[src/rtl/mmu_lsu_req_hold.sv]
// mmu_lsu_req_hold
//
// Purpose:
//   LSU-side front end of the MMU. Accepts a one-cycle load, store or cache-op
//   request from the pipeline and holds it level-stable on the MMU dcache-side
//   request port. The request stays there until the MMU completes it or faults,
//   or until the watchdog expires. Store data is lane-replicated with byte
//   enables. Load data is lane-extracted and zero- or sign-extended. Only one
//   request can be outstanding, and req_ready_o acts as the pipeline stall.
//
// Parameters:
//   TIMEOUT_CYCLES  Number of BUSY cycles before the request is aborted with
//                   resp_bus_err_o. A value of 0 disables the watchdog.
//
// Configuration macro:
//   MMU_LSU_MISALIGN_CHECK_EN
//     When defined, a misaligned load or store is refused without issuing an
//     MMU request and is reported through resp_misalign_o. A half at an odd
//     offset, or a word at a nonzero offset, counts as misaligned.
//     When undefined, resp_misalign_o is tied low. The low address bits then
//     only select byte lanes.
//
// Ports:
//   clk_i, rst_i                  clock; synchronous active-high reset
//   req_valid_i / req_ready_o     request handshake; ready is high in IDLE only
//   req_rd_i, req_wr_i            load / store (neither means a cache op)
//   req_flush_i, req_invalidate_i, req_writeback_i   cache-op kind
//   req_addr_i, req_data_i        byte address, right-aligned store data
//   req_size_i, req_signed_i      0=byte 1=half 2/3=word, sign-extend loads
//   req_rd_idx_i                  destination tag, echoed on the response
//   resp_*                        one-cycle response pulse plus status bits
//   mmu_addr_o .. mmu_writeback_o request held to the MMU while BUSY
//   mmu_value_i, mmu_valid_i      read word and completion from the MMU
//   mmu_load_fault_i, mmu_store_fault_i   page faults from the MMU

module mmu_lsu_req_hold #(
  parameter int TIMEOUT_CYCLES = 1024
) (
  input  logic        clk_i,
  input  logic        rst_i,
  input  logic        req_valid_i,
  input  logic        req_rd_i,
  input  logic        req_wr_i,
  input  logic        req_flush_i,
  input  logic        req_invalidate_i,
  input  logic        req_writeback_i,
  input  logic [31:0] req_addr_i,
  input  logic [31:0] req_data_i,
  input  logic [1:0]  req_size_i,
  input  logic        req_signed_i,
  input  logic [4:0]  req_rd_idx_i,
  output logic        req_ready_o,
  output logic        resp_valid_o,
  output logic [31:0] resp_data_o,
  output logic [4:0]  resp_rd_idx_o,
  output logic [31:0] resp_addr_o,
  output logic        resp_load_fault_o,
  output logic        resp_store_fault_o,
  output logic        resp_misalign_o,
  output logic        resp_bus_err_o,
  output logic [31:0] mmu_addr_o,
  output logic [31:0] mmu_data_o,
  output logic [3:0]  mmu_mask_o,
  output logic        mmu_rd_o,
  output logic        mmu_wr_o,
  output logic        mmu_flush_o,
  output logic        mmu_invalidate_o,
  output logic        mmu_writeback_o,
  input  logic [31:0] mmu_value_i,
  input  logic        mmu_valid_i,
  input  logic        mmu_load_fault_i,
  input  logic        mmu_store_fault_i
);

  localparam logic [0:0] ST_IDLE = 1'b0;
  localparam logic [0:0] ST_BUSY = 1'b1;

  // The counter only has to reach TIMEOUT_CYCLES-1 before the request is
  // aborted, so it never needs to represent TIMEOUT_CYCLES itself.
  localparam int CW = (TIMEOUT_CYCLES > 1) ? $clog2(TIMEOUT_CYCLES) : 1;
  localparam logic [CW-1:0] LAST_COUNT =
    (TIMEOUT_CYCLES > 0) ? CW'(TIMEOUT_CYCLES - 1) : '0;

  logic [0:0]    state_q;
  logic [CW-1:0] count_q;

  logic          op_rd_q, op_wr_q, op_flush_q, op_inv_q, op_wb_q;
  logic [31:0]   addr_q;
  logic [31:0]   data_q;
  logic [1:0]    size_q;
  logic          signed_q;
  logic [4:0]    idx_q;

  logic          resp_valid_q;
  logic [31:0]   resp_data_q;
  logic [4:0]    resp_idx_q;
  logic [31:0]   resp_addr_q;
  logic          resp_lf_q, resp_sf_q, resp_be_q;

  logic          busy;
  logic [1:0]    off;
  logic          is_byte, is_half;
  logic [31:0]   store_data;
  logic [3:0]    store_mask;
  logic [31:0]   load_shifted;
  logic [15:0]   load_half;
  logic [31:0]   load_data;
  logic          fault_in;
  logic          timeout_hit;

  assign busy    = (state_q == ST_BUSY);
  assign off     = addr_q[1:0];
  assign is_byte = (size_q == 2'd0);
  assign is_half = (size_q == 2'd1);

  // Store lane placement. A half always lands on an aligned half-word lane
  // pair, so a half at offset 3 still uses lanes 2-3.
  always_comb begin
    store_data = data_q;
    store_mask = 4'hF;
    if (is_byte) begin
      store_data = {4{data_q[7:0]}};
      store_mask = 4'b0001 << off;
    end else if (is_half) begin
      store_data = {2{data_q[15:0]}};
      store_mask = 4'b0011 << {off[1], 1'b0};
    end
  end

  // Load extraction. Bytes come from the addressed lane. Halves use the same
  // lane pair as stores.
  always_comb begin
    load_shifted = mmu_value_i >> {off, 3'b000};
    load_half    = off[1] ? mmu_value_i[31:16] : mmu_value_i[15:0];
    load_data    = load_shifted;
    if (is_byte) begin
      load_data = {{24{signed_q & load_shifted[7]}}, load_shifted[7:0]};
    end else if (is_half) begin
      load_data = {{16{signed_q & load_half[15]}}, load_half};
    end
  end

  assign fault_in    = mmu_load_fault_i | mmu_store_fault_i;
  assign timeout_hit = (TIMEOUT_CYCLES > 0) && (count_q == LAST_COUNT);

`ifdef MMU_LSU_MISALIGN_CHECK_EN
  logic req_misaligned;
  logic resp_mis_q;
  assign req_misaligned = (req_rd_i | req_wr_i) &&
                          (((req_size_i == 2'd1) && req_addr_i[0]) ||
                           (req_size_i[1] && (req_addr_i[1:0] != 2'b00)));
`endif

  // Main control. Response fields are cleared every cycle so that they only
  // carry meaning during the resp_valid_o pulse. Every exit from BUSY returns
  // to IDLE in the same cycle that the response is presented, so the next
  // request can be accepted alongside it.
  always_ff @(posedge clk_i) begin
    if (rst_i) begin
      state_q      <= ST_IDLE;
      count_q      <= '0;
      op_rd_q      <= 1'b0;
      op_wr_q      <= 1'b0;
      op_flush_q   <= 1'b0;
      op_inv_q     <= 1'b0;
      op_wb_q      <= 1'b0;
      addr_q       <= '0;
      data_q       <= '0;
      size_q       <= '0;
      signed_q     <= 1'b0;
      idx_q        <= '0;
      resp_valid_q <= 1'b0;
      resp_data_q  <= '0;
      resp_idx_q   <= '0;
      resp_addr_q  <= '0;
      resp_lf_q    <= 1'b0;
      resp_sf_q    <= 1'b0;
      resp_be_q    <= 1'b0;
`ifdef MMU_LSU_MISALIGN_CHECK_EN
      resp_mis_q   <= 1'b0;
`endif
    end else begin
      resp_valid_q <= 1'b0;
      resp_data_q  <= '0;
      resp_idx_q   <= '0;
      resp_addr_q  <= '0;
      resp_lf_q    <= 1'b0;
      resp_sf_q    <= 1'b0;
      resp_be_q    <= 1'b0;
`ifdef MMU_LSU_MISALIGN_CHECK_EN
      resp_mis_q   <= 1'b0;
`endif
      case (state_q)
        ST_IDLE: begin
          if (req_valid_i) begin
            op_rd_q    <= req_rd_i;
            op_wr_q    <= req_wr_i;
            op_flush_q <= req_flush_i;
            op_inv_q   <= req_invalidate_i;
            op_wb_q    <= req_writeback_i;
            addr_q     <= req_addr_i;
            data_q     <= req_data_i;
            size_q     <= req_size_i;
            signed_q   <= req_signed_i;
            idx_q      <= req_rd_idx_i;
            count_q    <= '0;
`ifdef MMU_LSU_MISALIGN_CHECK_EN
            // Refused accesses answer directly and never reach the MMU.
            if (req_misaligned) begin
              resp_valid_q <= 1'b1;
              resp_mis_q   <= 1'b1;
              resp_idx_q   <= req_rd_idx_i;
              resp_addr_q  <= req_addr_i;
            end else begin
              state_q <= ST_BUSY;
            end
`else
            state_q <= ST_BUSY;
`endif
          end
        end
        default: begin
          count_q <= count_q + 1'b1;
          // A fault takes priority over a completion seen in the same cycle.
          if (fault_in) begin
            resp_valid_q <= 1'b1;
            resp_lf_q    <= mmu_load_fault_i;
            resp_sf_q    <= mmu_store_fault_i;
            resp_idx_q   <= idx_q;
            resp_addr_q  <= addr_q;
            state_q      <= ST_IDLE;
          end else if (mmu_valid_i) begin
            resp_valid_q <= 1'b1;
            resp_data_q  <= op_rd_q ? load_data : 32'h0;
            resp_idx_q   <= idx_q;
            resp_addr_q  <= addr_q;
            state_q      <= ST_IDLE;
          end else if (timeout_hit) begin
            resp_valid_q <= 1'b1;
            resp_be_q    <= 1'b1;
            resp_idx_q   <= idx_q;
            resp_addr_q  <= addr_q;
            state_q      <= ST_IDLE;
          end
        end
      endcase
    end
  end

  assign req_ready_o        = ~busy;
  assign resp_valid_o       = resp_valid_q;
  assign resp_data_o        = resp_data_q;
  assign resp_rd_idx_o      = resp_idx_q;
  assign resp_addr_o        = resp_addr_q;
  assign resp_load_fault_o  = resp_lf_q;
  assign resp_store_fault_o = resp_sf_q;
  assign resp_bus_err_o     = resp_be_q;
`ifdef MMU_LSU_MISALIGN_CHECK_EN
  assign resp_misalign_o    = resp_mis_q;
`else
  assign resp_misalign_o    = 1'b0;
`endif

  // The MMU port is quiet outside BUSY.
  assign mmu_addr_o       = busy ? {addr_q[31:2], 2'b00} : 32'h0;
  assign mmu_data_o       = (busy && op_wr_q) ? store_data : 32'h0;
  assign mmu_mask_o       = busy ? (op_wr_q ? store_mask : 4'hF) : 4'h0;
  assign mmu_rd_o         = busy & op_rd_q;
  assign mmu_wr_o         = busy & op_wr_q;
  assign mmu_flush_o      = busy & op_flush_q;
  assign mmu_invalidate_o = busy & op_inv_q;
  assign mmu_writeback_o  = busy & op_wb_q;

endmodule

[config.mk]
export PLATFORM = sky130hd
export DESIGN_NAME = mmu_lsu_req_hold
export DESIGN_NICKNAME = d
export VERILOG_FILES = /design/src/rtl/mmu_lsu_req_hold.sv
export SDC_FILE = /design/constraint.sdc
export NUM_CORES = 1
export LEC_CHECK = 0
export ABC_AREA = 1
export ABC_CLOCK_PERIOD_IN_PS = 1400
export BUFFER_PORTS_ARGS = -buffer_cell sky130_fd_sc_hd__buf_2
export CAP_MARGIN = 10
export CORE_ASPECT_RATIO = 1.4
export CORE_MARGIN = 2
export CORE_UTILIZATION = 36
export CTS_CLUSTER_SIZE = 20
export DETAILED_ROUTE_END_ITERATION = 7
export SYNTH_ARGS = -nofsm -noshare
export SYNTH_HDL_FRONTEND = slang
export SYNTH_SLANG_ARGS = --single-unit
export TNS_END_PERCENT = 30
[constraint.sdc]
create_clock -name clk_i -period 1.4 [get_ports clk_i]
set_input_delay 0.21 -clock clk_i [delete_from_list [all_inputs] [get_ports clk_i]]
set_output_delay 0.21 -clock clk_i [all_outputs]
set_load 0.03 [all_outputs]
; ---- Yosys cells after proc, flatten, opt, wreduce, memory -nomap -nowiden
; Index checks and enable logic that the tools add are counted.
[classes]
add_sub_neg = 1
n_eq_ne = 2
n_shift = 3
muxes = 27
bitwise = 12
reduce_logical = 8
[ops]
columns = op, count
row1 = 32-bit two-way mux, 9
row2 = 32-bit by 5-bit right shift with 32-bit output, 1
row3 = 10-bit two-way mux, 2
row4 = 16-bit two-way mux, 1
row5 = 4-bit two-way mux, 4
row6 = 5-bit two-way mux, 3
row7 = 10-bit by 1-bit adder with 10-bit output (second input constant), 1
row8 = 10-bit equality test (second input constant), 1
row9 = 1-bit two-way mux, 8
row10 = 1-bit AND, 7
row11 = 5-bit OR reduction, 1
row12 = 1-bit inverter, 4
row13 = 4-bit OR reduction, 1
row14 = 1-bit by 2-bit << shifter with 4-bit output (first input constant), 1
row15 = 2-bit by 2-bit << shifter with 4-bit output (first input constant), 1
row16 = 3-bit OR reduction, 1
row17 = 2-bit by 1-bit equality test with 1-bit output (second input constant), 1
row18 = 2-bit logical NOT, 1
row19 = 2-bit AND reduction, 1
row20 = 2-bit nonzero test, 1
row21 = 2-bit OR reduction, 1
row22 = 1-bit logical AND, 1
row23 = 1-bit bitwise OR, 1
[totals]
regBits = 161
inputBits = 115
output_inout_bits = 148
word_cells = 72

; ---- Longest topological paths before layout
[logic_depth]
word_depth = 5
mapped_depth = 10
mapped_depth_nobuf = 9

; ---- Worst setup path after synthesis
; OpenSTA, ideal clock, no wires.
[synth_timing]
path_kind = flip-flop to output port
start = register size_q[1]
end = output port mmu_data_o[23]
arrival_time_ns = 1.437
t_required_ns = 1.190
path_slack_ns = -0.247
stages_incl_launch_ff = 6
path_cell_list = dfxtp_1 buf_6 inv_1 buf_2 nor2_1 a211oi_1
[synth_between]
elab_chain_len = 4
elab_cells_between_ends = 5
[synth_lines]
columns = item, line_no
row1 = start: declaration, 90  ; logic [1:0] size_q;
row2 = start signal: assignment, 203  ; size_q <= req_size_i;
row3 = 2-bit by 1-bit equality test with 1-bit output, 114  ; assign is_half = (size_q == 2'd1);
row4 = 32-bit two-way mux, 124  ; end else if (is_half) begin
row5 = 32-bit two-way mux (*), 121  ; if (is_byte) begin
row6 = 32-bit two-way mux (*), 266  ; assign mmu_data_o = (busy && op_wr_q) ? store_data : 32'h0;
row7 = end: declaration, 62  ; output logic [31:0] mmu_data_o,
; Every way passes the cells marked *; elsewhere a longest branch is shown, timed or not.

; ---- Final worst setup path
[layout_timing]
start = register size_q[1]
end = output port mmu_data_o[28]
; Same word-level chain as after synthesis.

==> summary.log <==
INFO  finish         final_cell_mix=242 x nand2_1, 187 x buf_2, 153 x dfxtp_1
INFO  yosys          synth.top_cells.by_area=dfxtp_1 45%, nand2_1 15%, a21oi_1 6.7%
INFO  global_route   global_route_usage_over_all_layers=21.9%
INFO  timing         rsz0062_at_grt=true
INFO  status         violated_checks=negative setup slack
INFO  yosys          synth_top_area_cell=dfxtp_1
INFO  worst_hold_path hp-start=mmu_store_fault_i
INFO  timing         report.final.slew_viol_count=0
INFO  worst_hold_path holdCritPathClass=input port to register
INFO  yosys          synth_warnings=0
INFO  clock_network  clk_pin_slew=0.07ns
INFO  finish         synth_to_final_area_change=57.2%
INFO  drt            via_total_after_detailed_routing=7,771
INFO  global_route   antenna_found_initial=1
INFO  placement      placed_area=9060µm²
INFO  die            design.core.area=19,300µm²
INFO  finish         layout-drive-gt1-share=42.8%
INFO  finish         antenna_cells=0
INFO  yosys          yosys.area.top_type_share=45.5%
INFO  critical_path  r2r-start=size_q[1]
INFO  global_route   global_route.overflow_total=0
INFO  critical_path  timing.setup.critical_path_class=register to primary output
INFO  timing         clock_skew=0.0104ns
INFO  clock_network  clockRootBuffer=clkbuf_16
INFO  critical_path  critical_path.n_buffers_inverters=5
INFO  drt            postRouteAntennaNets=0
INFO  finish         finish.utilization=57.7%
INFO  critical_path  timing.critical_path.cells=inv_6 -> buf_12 -> nand2_2 -> nor2_2 -> inv_2 -> nand3_1 -> nand2_1 -> inv_1 -> buf_6
INFO  critical_path  crit_required=1.19ns
INFO  yosys          postSynthAreaPerCell=6.85µm²
INFO  critical_path  worst_r2r_endpoint=resp_data_o[31]
INFO  clock_network  clock_tree.htree_level_count=4
INFO  drt            routed_wire_length=23,800µm
INFO  finish         final_common_cell=nand2_1
INFO  global_route   grt_pass1_vias=7,380
INFO  global_route   grt.met2_usage=37.8%
INFO  die            die-area=20,800µm²
INFO  power_and_ir_drop vdd.ir_drop.worst=808µV
INFO  critical_path  worst_path_max_delay_cell=dfxtp_4
INFO  status         run_status=complete, but fails checks
INFO  global_route   globalRouteMet3Util=5.46%
INFO  timing         setup_viol=148
INFO  timing         fin_setup_tns=-19.87ns
INFO  drt            route.detailed.drc=0
INFO  finish         fin_nets=1,452
INFO  worst_hold_path hold_path_depth=3
INFO  critical_path  reg2reg_depth=10
INFO  global_route   grt_most_used_layer=met2
INFO  timing         fin_worst_hold_slack=0.0244ns
INFO  global_route   largest_net_degree_at_the_start_of_global_routing=39
INFO  clock_network  cts_made_buffers=17
INFO  timing         max_clock_freq=569MHz
INFO  clock_network  cts.path.max_buffers=2
INFO  power_and_ir_drop power_density=1110nW/µm²
INFO  die            initial_utilization=36.7%
INFO  drt            detail_route.wl_per_cell=14.9µm
INFO  drt            drt_first_iter_violations=470
INFO  placement      gp_congestion=0.909
INFO  yosys          synth_area=7080µm²
INFO  die            die_width=123µm
INFO  clock_network  clkLatencyLatePin=0.42ns
INFO  global_route   met1_usage=25.2%
INFO  global_route   grt_pass1_wl=36,000µm
INFO  placement      hpwl=16,700µm
INFO  yosys          seq_area_frac_synth=45.5%
INFO  timing         min_tclk_post_route=1.76ns
INFO  critical_path  register_to_register_setup_slack=-0.18ns
INFO  drt            dr.pass1.iters=5
INFO  critical_path  arrival=1.55ns
INFO  finish         multiInputGateArea=3690µm²
INFO  clock_network  ctsHoldBuffers=0
INFO  timing         layout_worst_path_cycle_share=126%
INFO  clock_network  tritoncts_num_sinks=161
INFO  timing         final_hold_viol_count=0
INFO  finish         num-fill-cells=1,812
INFO  finish         post-route-cell-area=11,100µm²
INFO  critical_path  slowest_delay=0.38ns
INFO  clock_network  tritoncts=done
INFO  die            ioPinCount=263
INFO  yosys          syn_inst=1,034
INFO  critical_path  cp_startpoint_kind=register
INFO  critical_path  worst_path_dominant_cell_family=buffers and inverters
INFO  yosys          synth_seq_cells=161
INFO  placement      portBuffers=259
INFO  die            row_count=60
INFO  critical_path  path_max_fanout=5
INFO  timing         min_setup_slack_post_route=-0.358ns
INFO  drt            vias_per_cell=4.87
INFO  worst_hold_path hold_path_end=resp_store_fault_o
INFO  power_and_ir_drop static-leakage-power=5.68nW
INFO  critical_path  critPathCaptureType=primary output
INFO  yosys          yosysUniqueCellTypes=31
INFO  die            chipHeight=170µm
INFO  job            cap_viol_max_count=0
INFO  finish         register_cell_area_after_layout=3240µm²
report_power, final:
group,leakage [nW],internal [mW],switching (mW)
Sequential,1.32,4.80,0.179
Combinational,4.06,1.02,1.48
Clock,0.303,2.80,2.07
Total,5.68,8.63,3.73
registers in the layout (all words and copies together), names as in the netlist:
signal,cells
resp_valid_o,1
resp_rd_idx_o,5
count_q,10
size_q,2
resp_data_o,32
resp_addr_o,32
data_q,32
op_wr_q,1
resp_load_fault_o,1
busy,1
op_flush_q,1
op_rd_q,1
idx_q,5
signed_q,1
op_wb_q,1
resp_store_fault_o,1
resp_bus_err_o,1
op_inv_q,1
addr_q,32
per-layer routing:
layer / vias up / part of all wire [%]
met4: 2 / 3.6
met3: 57 / 6.2
met2: 279 / 51
li1: 3816 / -
met5: - / 0.055
met1: 3617 / 39
through the flow:
step	setup slack [ns]	power, mW	std cells
floorplan	-0.211	6.24	1036
global placement	-0.127	7.00	1543
detailed placement	-0.103	7.02	1543
CTS	-0.363	12.2	1585
global route	-0.428	12.9	1597
finish	-0.358	12.4	1597
worst reg2reg max path, stage by stage (launching register included):
cell	delay, ns
dfxtp_4	0.41
buf_6	0.17
nor2_8	0.07
buf_4	0.14
buf_6	0.12
buf_12	0.14
nor2_4	0.16
nand2_1	0.08
nand2_1	0.07
nand2_1	0.04
a21oi_1	0.13
Yosys cell counts (all sizes together):
cell type  count
a22oi          2
dfxtp        161
o21ai         85
a21oi         95
nor3b          1
buf           46
conb           1
clkinv         1
clkbuf        21
inv          125
a31oi          4
nor3           3
nor2         129
ha             1
nand3b         1
a211oi         3
nand3         61
nand4          2
nand2        292
logic make-up after synthesis:
logic type                 Yosys count  synth area share (%)
and+or+nand+nor                    489                  28.9
buffers and inverters              193                  11.8
AOI/OAI and AO/OA                  189                  13.6
DFF                                161                  45.5
adders and majority gates            1                 0.177
other                                1                0.0529
worst max path at each step:
stage	from	endpoint	slack, ns	cells past startpoint
2_1_floorplan	addr_q[1]	mmu_mask_o[0]	-0.21	6
6_report	size_q[1]	mmu_data_o[28]	-0.36	9
3_3_place_gp	busy	size_q[0]	-0.13	6
3_5_place_dp	busy	size_q[0]	-0.10	6
5_1_grt	size_q[1]	mmu_data_o[28]	-0.43	9
4_1_cts	size_q[1]	mmu_data_o[29]	-0.36	9
area by class of cell:
type,count,area share (%)
clock buffer,19,4.07
clock inverter,13,1.48
inverter,126,4.50
tap,248,2.79
timing repair buffer,348,25.0
sequential,161,29.1
multi-input combinational,682,33.1
timing repair:
item,in CTS,in global routing
pin swaps,34,26
setup buffers,9,10
cloned,2,3
setup endpoints to repair,128,199
hold endpoints to repair,0,0
gates resized for setup,254,165
Note: power is estimated with default switching activity, not from simulation.
